[src/rtl/l1_veri_yolu_hakem_if.sv]
// ---------------------------------------------------------------------------
// l1_veri_yolu_hakem_if : port B, port V and bus-side signals of the L1 arbiter
// Rev 1.0
// ---------------------------------------------------------------------------
`default_nettype none

interface l1_veri_yolu_hakem_if #(
  parameter int ADRES_BIT = 32,
  parameter int BLOK_BIT  = 128
);
  logic [ADRES_BIT-1:0] b_istek_adres_i;
  logic                 b_istek_gecerli_i;
  logic                 b_istek_yaz_i;
  logic [BLOK_BIT-1:0]  b_istek_veri_i;
  logic                 b_istek_hazir_o;
  logic [BLOK_BIT-1:0]  b_veri_o;
  logic                 b_veri_gecerli_o;
  logic                 b_veri_hazir_i;

  logic [ADRES_BIT-1:0] v_istek_adres_i;
  logic                 v_istek_gecerli_i;
  logic                 v_istek_yaz_i;
  logic [BLOK_BIT-1:0]  v_istek_veri_i;
  logic                 v_istek_hazir_o;
  logic [BLOK_BIT-1:0]  v_veri_o;
  logic                 v_veri_gecerli_o;
  logic                 v_veri_hazir_i;

  logic [ADRES_BIT-1:0] vy_istek_adres_o;
  logic                 vy_istek_gecerli_o;
  logic                 vy_istek_yaz_o;
  logic [BLOK_BIT-1:0]  vy_istek_veri_o;
  logic                 vy_istek_hazir_i;
  logic [BLOK_BIT-1:0]  vy_veri_i;
  logic                 vy_veri_gecerli_i;
  logic                 vy_veri_hazir_o;

  modport slave (
    input  b_istek_adres_i, b_istek_gecerli_i, b_istek_yaz_i, b_istek_veri_i, b_veri_hazir_i,
    output b_istek_hazir_o, b_veri_o, b_veri_gecerli_o,
    input  v_istek_adres_i, v_istek_gecerli_i, v_istek_yaz_i, v_istek_veri_i, v_veri_hazir_i,
    output v_istek_hazir_o, v_veri_o, v_veri_gecerli_o,
    output vy_istek_adres_o, vy_istek_gecerli_o, vy_istek_yaz_o, vy_istek_veri_o, vy_veri_hazir_o,
    input  vy_istek_hazir_i, vy_veri_i, vy_veri_gecerli_i
  );

  modport master (
    output b_istek_adres_i, b_istek_gecerli_i, b_istek_yaz_i, b_istek_veri_i, b_veri_hazir_i,
    input  b_istek_hazir_o, b_veri_o, b_veri_gecerli_o,
    output v_istek_adres_i, v_istek_gecerli_i, v_istek_yaz_i, v_istek_veri_i, v_veri_hazir_i,
    input  v_istek_hazir_o, v_veri_o, v_veri_gecerli_o,
    input  vy_istek_adres_o, vy_istek_gecerli_o, vy_istek_yaz_o, vy_istek_veri_o, vy_veri_hazir_o,
    output vy_istek_hazir_i, vy_veri_i, vy_veri_gecerli_i
  );
endinterface

`default_nettype wire

[src/rtl/l1_veri_yolu_hakem.sv]
// ---------------------------------------------------------------------------
// l1_veri_yolu_hakem : one-outstanding arbiter of L1 I-cache (B) and D-cache (V)
// onto the bus controller; HAKEM_SABIT_ONCELIK_EN selects fixed V priority.
// Rev 1.0
// ---------------------------------------------------------------------------
`default_nettype none

module l1_veri_yolu_hakem #(
  parameter int ADRES_BIT = 32,
  parameter int BLOK_BIT  = 128
) (
  input  logic                  clk_i,
  input  logic                  rstn_i,
  l1_veri_yolu_hakem_if.slave   bus
);

  typedef enum logic [1:0] {
    BOSTA = 2'd0,
    ISTEK = 2'd1,
    YANIT = 2'd2
  } durum_t;

  durum_t               durum_q, durum_d;
  logic                 secim_q, secim_d;
  logic                 yaz_q, yaz_d;
  logic [ADRES_BIT-1:0] adres_q, adres_d;
  logic [BLOK_BIT-1:0]  veri_q, veri_d;
  logic                 ikili_kazanan;
  logic                 kazanan;
  logic                 yanit_hazir;

`ifdef HAKEM_SABIT_ONCELIK_EN
  assign ikili_kazanan = 1'b1;
`else
  logic oncelik_q;

  // Priority flips to the other port whenever a transaction finishes.
  always_ff @(posedge clk_i or negedge rstn_i) begin
    if (!rstn_i)
      oncelik_q <= 1'b0;
    else if (durum_q != BOSTA && durum_d == BOSTA)
      oncelik_q <= ~secim_q;
  end

  assign ikili_kazanan = oncelik_q;
`endif

  always_ff @(posedge clk_i or negedge rstn_i) begin
    if (!rstn_i) begin
      durum_q <= BOSTA;
      secim_q <= 1'b0;
      yaz_q   <= 1'b0;
      adres_q <= '0;
      veri_q  <= '0;
    end else begin
      durum_q <= durum_d;
      secim_q <= secim_d;
      yaz_q   <= yaz_d;
      adres_q <= adres_d;
      veri_q  <= veri_d;
    end
  end

  always_comb begin
    durum_d = durum_q;
    secim_d = secim_q;
    yaz_d   = yaz_q;
    adres_d = adres_q;
    veri_d  = veri_q;
    kazanan = 1'b0;
    yanit_hazir = 1'b0;

    bus.b_istek_hazir_o    = 1'b0;
    bus.v_istek_hazir_o    = 1'b0;
    bus.b_veri_o           = bus.vy_veri_i;
    bus.v_veri_o           = bus.vy_veri_i;
    bus.b_veri_gecerli_o   = 1'b0;
    bus.v_veri_gecerli_o   = 1'b0;
    bus.vy_istek_gecerli_o = 1'b0;
    bus.vy_istek_adres_o   = adres_q;
    bus.vy_istek_yaz_o     = yaz_q;
    bus.vy_istek_veri_o    = veri_q;
    bus.vy_veri_hazir_o    = 1'b0;

    case (durum_q)
      BOSTA: begin
        // Gated by rstn_i so no ready leaks out while reset is held.
        if (rstn_i && (bus.b_istek_gecerli_i || bus.v_istek_gecerli_i)) begin
          kazanan = bus.v_istek_gecerli_i && (!bus.b_istek_gecerli_i || ikili_kazanan);
          bus.b_istek_hazir_o = ~kazanan;
          bus.v_istek_hazir_o = kazanan;
          secim_d = kazanan;
          adres_d = kazanan ? bus.v_istek_adres_i : bus.b_istek_adres_i;
          yaz_d   = kazanan ? bus.v_istek_yaz_i   : bus.b_istek_yaz_i;
          veri_d  = kazanan ? bus.v_istek_veri_i  : bus.b_istek_veri_i;
          durum_d = ISTEK;
        end
      end
      ISTEK: begin
        bus.vy_istek_gecerli_o = 1'b1;
        if (bus.vy_istek_hazir_i)
          durum_d = yaz_q ? BOSTA : YANIT;
      end
      YANIT: begin
        if (secim_q) begin
          bus.v_veri_gecerli_o = bus.vy_veri_gecerli_i;
          yanit_hazir          = bus.v_veri_hazir_i;
        end else begin
          bus.b_veri_gecerli_o = bus.vy_veri_gecerli_i;
          yanit_hazir          = bus.b_veri_hazir_i;
        end
        bus.vy_veri_hazir_o = yanit_hazir;
        if (bus.vy_veri_gecerli_i && yanit_hazir)
          durum_d = BOSTA;
      end
      default: durum_d = BOSTA;
    endcase
  end

endmodule

`default_nettype wire

[src/flat_wrapper.sv]
// flat-port wrapper written by rule: the top's interface ports become plain ports
module l1_veri_yolu_hakem_flat 
#(
  parameter int ADRES_BIT = 32,
  parameter int BLOK_BIT  = 128
)
  (clk_i, rstn_i, bus_b_istek_adres_i, bus_b_istek_gecerli_i, bus_b_istek_yaz_i, bus_b_istek_veri_i, bus_b_veri_hazir_i, bus_b_istek_hazir_o, bus_b_veri_o, bus_b_veri_gecerli_o, bus_v_istek_adres_i, bus_v_istek_gecerli_i, bus_v_istek_yaz_i, bus_v_istek_veri_i, bus_v_veri_hazir_i, bus_v_istek_hazir_o, bus_v_veri_o, bus_v_veri_gecerli_o, bus_vy_istek_adres_o, bus_vy_istek_gecerli_o, bus_vy_istek_yaz_o, bus_vy_istek_veri_o, bus_vy_veri_hazir_o, bus_vy_istek_hazir_i, bus_vy_veri_i, bus_vy_veri_gecerli_i);
  l1_veri_yolu_hakem_if #(.ADRES_BIT(ADRES_BIT), .BLOK_BIT(BLOK_BIT)) bus_i ();
  input  logic clk_i;
  input  logic rstn_i;
  input wire logic [$bits(bus_i.b_istek_adres_i)-1:0] bus_b_istek_adres_i;
  input wire logic [$bits(bus_i.b_istek_gecerli_i)-1:0] bus_b_istek_gecerli_i;
  input wire logic [$bits(bus_i.b_istek_yaz_i)-1:0] bus_b_istek_yaz_i;
  input wire logic [$bits(bus_i.b_istek_veri_i)-1:0] bus_b_istek_veri_i;
  input wire logic [$bits(bus_i.b_veri_hazir_i)-1:0] bus_b_veri_hazir_i;
  output wire logic [$bits(bus_i.b_istek_hazir_o)-1:0] bus_b_istek_hazir_o;
  output wire logic [$bits(bus_i.b_veri_o)-1:0] bus_b_veri_o;
  output wire logic [$bits(bus_i.b_veri_gecerli_o)-1:0] bus_b_veri_gecerli_o;
  input wire logic [$bits(bus_i.v_istek_adres_i)-1:0] bus_v_istek_adres_i;
  input wire logic [$bits(bus_i.v_istek_gecerli_i)-1:0] bus_v_istek_gecerli_i;
  input wire logic [$bits(bus_i.v_istek_yaz_i)-1:0] bus_v_istek_yaz_i;
  input wire logic [$bits(bus_i.v_istek_veri_i)-1:0] bus_v_istek_veri_i;
  input wire logic [$bits(bus_i.v_veri_hazir_i)-1:0] bus_v_veri_hazir_i;
  output wire logic [$bits(bus_i.v_istek_hazir_o)-1:0] bus_v_istek_hazir_o;
  output wire logic [$bits(bus_i.v_veri_o)-1:0] bus_v_veri_o;
  output wire logic [$bits(bus_i.v_veri_gecerli_o)-1:0] bus_v_veri_gecerli_o;
  output wire logic [$bits(bus_i.vy_istek_adres_o)-1:0] bus_vy_istek_adres_o;
  output wire logic [$bits(bus_i.vy_istek_gecerli_o)-1:0] bus_vy_istek_gecerli_o;
  output wire logic [$bits(bus_i.vy_istek_yaz_o)-1:0] bus_vy_istek_yaz_o;
  output wire logic [$bits(bus_i.vy_istek_veri_o)-1:0] bus_vy_istek_veri_o;
  output wire logic [$bits(bus_i.vy_veri_hazir_o)-1:0] bus_vy_veri_hazir_o;
  input wire logic [$bits(bus_i.vy_istek_hazir_i)-1:0] bus_vy_istek_hazir_i;
  input wire logic [$bits(bus_i.vy_veri_i)-1:0] bus_vy_veri_i;
  input wire logic [$bits(bus_i.vy_veri_gecerli_i)-1:0] bus_vy_veri_gecerli_i;
  assign bus_i.b_istek_adres_i = bus_b_istek_adres_i;
  assign bus_i.b_istek_gecerli_i = bus_b_istek_gecerli_i;
  assign bus_i.b_istek_yaz_i = bus_b_istek_yaz_i;
  assign bus_i.b_istek_veri_i = bus_b_istek_veri_i;
  assign bus_i.b_veri_hazir_i = bus_b_veri_hazir_i;
  assign bus_b_istek_hazir_o = bus_i.b_istek_hazir_o;
  assign bus_b_veri_o = bus_i.b_veri_o;
  assign bus_b_veri_gecerli_o = bus_i.b_veri_gecerli_o;
  assign bus_i.v_istek_adres_i = bus_v_istek_adres_i;
  assign bus_i.v_istek_gecerli_i = bus_v_istek_gecerli_i;
  assign bus_i.v_istek_yaz_i = bus_v_istek_yaz_i;
  assign bus_i.v_istek_veri_i = bus_v_istek_veri_i;
  assign bus_i.v_veri_hazir_i = bus_v_veri_hazir_i;
  assign bus_v_istek_hazir_o = bus_i.v_istek_hazir_o;
  assign bus_v_veri_o = bus_i.v_veri_o;
  assign bus_v_veri_gecerli_o = bus_i.v_veri_gecerli_o;
  assign bus_vy_istek_adres_o = bus_i.vy_istek_adres_o;
  assign bus_vy_istek_gecerli_o = bus_i.vy_istek_gecerli_o;
  assign bus_vy_istek_yaz_o = bus_i.vy_istek_yaz_o;
  assign bus_vy_istek_veri_o = bus_i.vy_istek_veri_o;
  assign bus_vy_veri_hazir_o = bus_i.vy_veri_hazir_o;
  assign bus_i.vy_istek_hazir_i = bus_vy_istek_hazir_i;
  assign bus_i.vy_veri_i = bus_vy_veri_i;
  assign bus_i.vy_veri_gecerli_i = bus_vy_veri_gecerli_i;
  l1_veri_yolu_hakem #(.ADRES_BIT(ADRES_BIT), .BLOK_BIT(BLOK_BIT)) u_core (.clk_i(clk_i), .rstn_i(rstn_i), .bus(bus_i));
endmodule
[config.mk]
export PLATFORM = sky130hd
export DESIGN_NAME = l1_veri_yolu_hakem_flat
export DESIGN_NICKNAME = d
export VERILOG_FILES = /design/src/rtl/l1_veri_yolu_hakem_if.sv /design/src/rtl/l1_veri_yolu_hakem.sv /design/src/flat_wrapper.sv
export SDC_FILE = /design/constraint.sdc
export NUM_CORES = 1
export LEC_CHECK = 0
export BUFFER_PORTS_ARGS = -buffer_cell sky130_fd_sc_hd__buf_4
export CELL_PAD_IN_SITES_DETAIL_PLACEMENT = 0
export CELL_PAD_IN_SITES_GLOBAL_PLACEMENT = 1
export CORE_AREA = 3 3 346 348
export CTS_BUF_LIST = sky130_fd_sc_hd__clkbuf_16
export DETAILED_ROUTE_END_ITERATION = 16
export DIE_AREA = 0 0 349 351
export GPL_TIMING_DRIVEN = 0
export PLACE_DENSITY_LB_ADDON = 0.1
export RECOVER_POWER = 50
export SLEW_MARGIN = 25
export SYNTH_ARGS = -nofsm -noshare
export SYNTH_HDL_FRONTEND = slang
export SYNTH_SLANG_ARGS = --single-unit
export TNS_END_PERCENT = 10
[constraint.sdc]
create_clock -name clk_i -period 4.1 [get_ports clk_i]
set_clock_uncertainty 0.05 [all_clocks]
set_input_delay 0.41 -clock clk_i [delete_from_list [all_inputs] [get_ports clk_i]]
set_output_delay 0.41 -clock clk_i [all_outputs]
set_load 0.01 [all_outputs]
==> implementation parameters <==
Parameter                              Value

Logic synthesis
  Yosys warnings ... 0
  Area leader, netlist ... dfrtp_1
  Top cells by area, synth ... dfrtp_1 43%, buf_4 20%, a221o_1 17%
  Fraction of post-synthesis cell area in the top cell type by area ... roughly 43%
  Most used standard cells in the synthesized netlist ... 257 x buf_4, 165 x dfrtp_1, 162 x nor3_1
  Number of enable-type register cells in the synthesized netlist ... 0
  Mean area per synthesized cell ... roughly 9.5 sq um
  Number of unique standard cell types used by synthesis ... 25
  Dominant synthesized flop cell ... dfrtp_1
  Async set-reset flop share out of synthesis ... 100%
  Nets in the synthesized netlist ... 1479
  Most frequent cell after synthesis ... buf_4
  Number of register bits inferred by synthesis ... roughly 170
  Syn Inst Count ... roughly 1000
  Sequential fraction of the synthesis area ... 42.7%
  Cell Area, Synth ... ~0.0097 sq mm

Clock network
  Root buffer cell ... clkbuf_16
  CTS Buf Count ... 17
  Buffers inserted by post-CTS timing repair ... 0
  Number of hold-repair buffers added at the cts stage ... 1
  Maximum clock insertion buffer count ... 2
  Max H-tree Level ... 4
  Number of sinks handled by clock tree synthesis ... 165
  Clock latency on the worst-skew pair ... between 0.4 and 0.5 ns
  Register clock-pin slew on the reported worst setup and hold paths ... about 0.08 ns
  Post-CTS Resized ... 0
  CTS tree ... done

Timing
  Fmax ... around 280 MHz
  Slew at the pin with the worst max-slew slack ... about 2.1 ns
  Hold violation count in the final report ... 0
  Rel. slew slack ... -39.8%
  Shortest period the worst path allows ... between 3 and 4 ns
  Setup tns final ... 0 ns
  RSZ-0062 raised after global routing ... false
  Setup Viol. Count Final ... 0
  Period utilization ... about 88%
  Slew Viols, Final ... between 100 and 150

Placement
  Total of buffers placed on input and output ports ... around 750
  Routability-driven placement congestion ratio ... between 0.7 and 0.8
  DP HPWL ... 60.0 mm

Critical path
  Type of the worst setup path ... input pin to primary output
  Critical Path Sink Type ... primary output
  Largest fanout on the critical path ... 38
  Critical path required time ... 3.64 ns
  Reg2Reg Capture Point ... u_core.bus.vy_istek_veri_o[91]
  Register-to-register setup slack ... ~1.4 ns
  Launch instance of the worst register-to-register path ... u_core.durum_q[0]
  Critical path startpoint category ... input pin
  WP data arrival ... about 3.1 ns
  Count of cells along the worst register-to-register path ... 6

Global route
  Maximum number of pins on one net before global-route repair ... 67
  Initial antenna violation count ... 16
  Global route total overflow ... 0
  First-pass GRT wire length ... a little under 100 mm
  Number of global-route vias before repair ... between 10000 and 15000
  GRT Overall Usage ... between 10% and 20%

Detailed routing
  Initial DRC count ... around 480
  Post-DR vias/cell ... 3.26
  Average routed wire per standard cell ... 21.8 um
  Final antenna-violating net count ... 0
  Pre-Repair DR Iteration Count ... 5
  Residual DRC ... 0
  Final wirelength ... approximately 73 mm
  Overall via count from detail_route ... about 11000

Hold path
  Start point of the worst min-delay path ... bus_v_istek_veri_i[39]
  Hold Path Sink ... u_core.bus.vy_istek_veri_o[39]
  Cell depth of the worst min-delay path ... 2
  Hold WC Path Type ... input pin to flip-flop

Floorplan
  Initial cell density of the core ... ~8.3%
  Y dimension of the die ... between 300 and 400 um
  Die area ... 0.122 sq mm
  Placement Rows ... 125
  Die boundary width ... 349 um
  Area of the core ... between 0.1 and 0.15 sq mm
  Boundary pin count ... 881

Finish
  Count of nets after finishing ... between 2000 and 2500
  Fraction of final layout cells sized beyond drive strength 1 ... 45.3%
  Area growth from synthesis to final layout ... 74.1%

Power
  Power Density ... about 540 mW/mm^2
  Worst supply voltage drop on vdd ... 0.284 mV
  Power consumption ... roughly 0.0090 W
  Static leakage ... 7.60 nW

Flow run
  Max-cap check violation count ... 2

Run status
  Outcome ... finished with violations
  Violations in the final reports ... capacitance limit, slew limit
==> registers in the layout, summed over array words and instances, names as in the netlist <==
register,flops
u_core.bus.vy_istek_adres_o,32
u_core.bus.vy_istek_veri_o,128
u_core.bus.vy_istek_yaz_o,1
u_core.durum_q,2
u_core.ikili_kazanan,1
u_core.secim_q,1
==> power breakdown <==
part / internal, W / switching (W)
clock network: 0.000755 / 0.000831
registers: 0.00240 / 0.000496
logic: 0.00220 / 0.00236
==> worst max-delay path by stage <==
stage / slack [ns] / end / depth (start not counted) / startpoint
2_1_floorplan: 2.03 / bus_b_istek_hazir_o / 5 / u_core.durum_q[0]
3_3_place_gp: -1.22 / u_core.bus.vy_istek_veri_o[91] / 7 / rstn_i
3_5_place_dp: 0.75 / u_core.bus.vy_istek_veri_o[87] / 7 / rstn_i
4_1_cts: 0.32 / bus_b_istek_hazir_o / 8 / rstn_i
5_1_grt: 0.28 / bus_b_istek_hazir_o / 8 / rstn_i
6_report: 0.50 / bus_b_istek_hazir_o / 8 / rstn_i
==> final cells by class <==
class | count | area (sq um)
clock buffer | 17 | 425
multi-input combinational | 504 | 3170
fill | 13568 | 99700
timing repair buffer | 756 | 4740
buffer | 346 | 2350
antenna | 8 | 20.0
clock inverter | 12 | 68.8
inverter | 6 | 22.5
sequential | 165 | 4130
tap | 1524 | 1910
==> logic make-up (layout without fill, tap and decap cells) <==
group	Yosys count	count (layout)	synth area share [%]
AO/OA/AOI/OAI	169	169	17.3
buffers and inverters	352	1137	24.5
flip-flops	165	165	42.7
multiplexers	1	1	0.104
other	0	8	0
AND/OR/NAND/NOR	334	334	15.4
==> layout by cell type (no fill, tap or decap), types with 2 or more instances in the layout <==
master,n
buf_4,752
nor2_1,2
clkinv_2,8
nor3b_1,2
buf_1,3
nor3_1,162
a221o_1,161
clkbuf_1,310
a21o_1,2
buf_6,8
dfrtp_1,165
nand2b_1,2
clkbuf_16,17
inv_1,7
clkbuf_2,9
nand2_1,161
buf_2,17
diode_2,8
o21ai_0,2
==> critical path, cell delays in order <==
cell	delay [ns]
dlygate4sd3_1	0.56
buf_8	0.31
or3b_1	0.38
buf_2	0.27
buf_2	0.31
buf_1	0.36
nor3b_1	0.31
buf_4	0.17
==> through the flow <==
step	cells	setup WS [ns]	cell area, sq um	util, %	hold WS, ns
finish	3338	0.497	16800	14.5	0.0888
global route	3330	0.276	16800	14.4	0.0363
CTS	3330	0.318	17800	15.3	0.0168
detailed placement	3300	0.746	17300	14.9	0.297
global placement	3297	-1.22	17200	14.8	0.448
floorplan	1021	2.03	9670	-	0.0644
==> per-layer routing <==
layer,track usage (%),part of all wire (%),vias up
li1,-,-,4976
met1,11.7,36,5315
met2,20.5,52,523
met3,5.69,11,45
met4,2.28,1.0,16
met5,0,0.13,-
No activity file was read; power rests on OpenSTA's default activity.
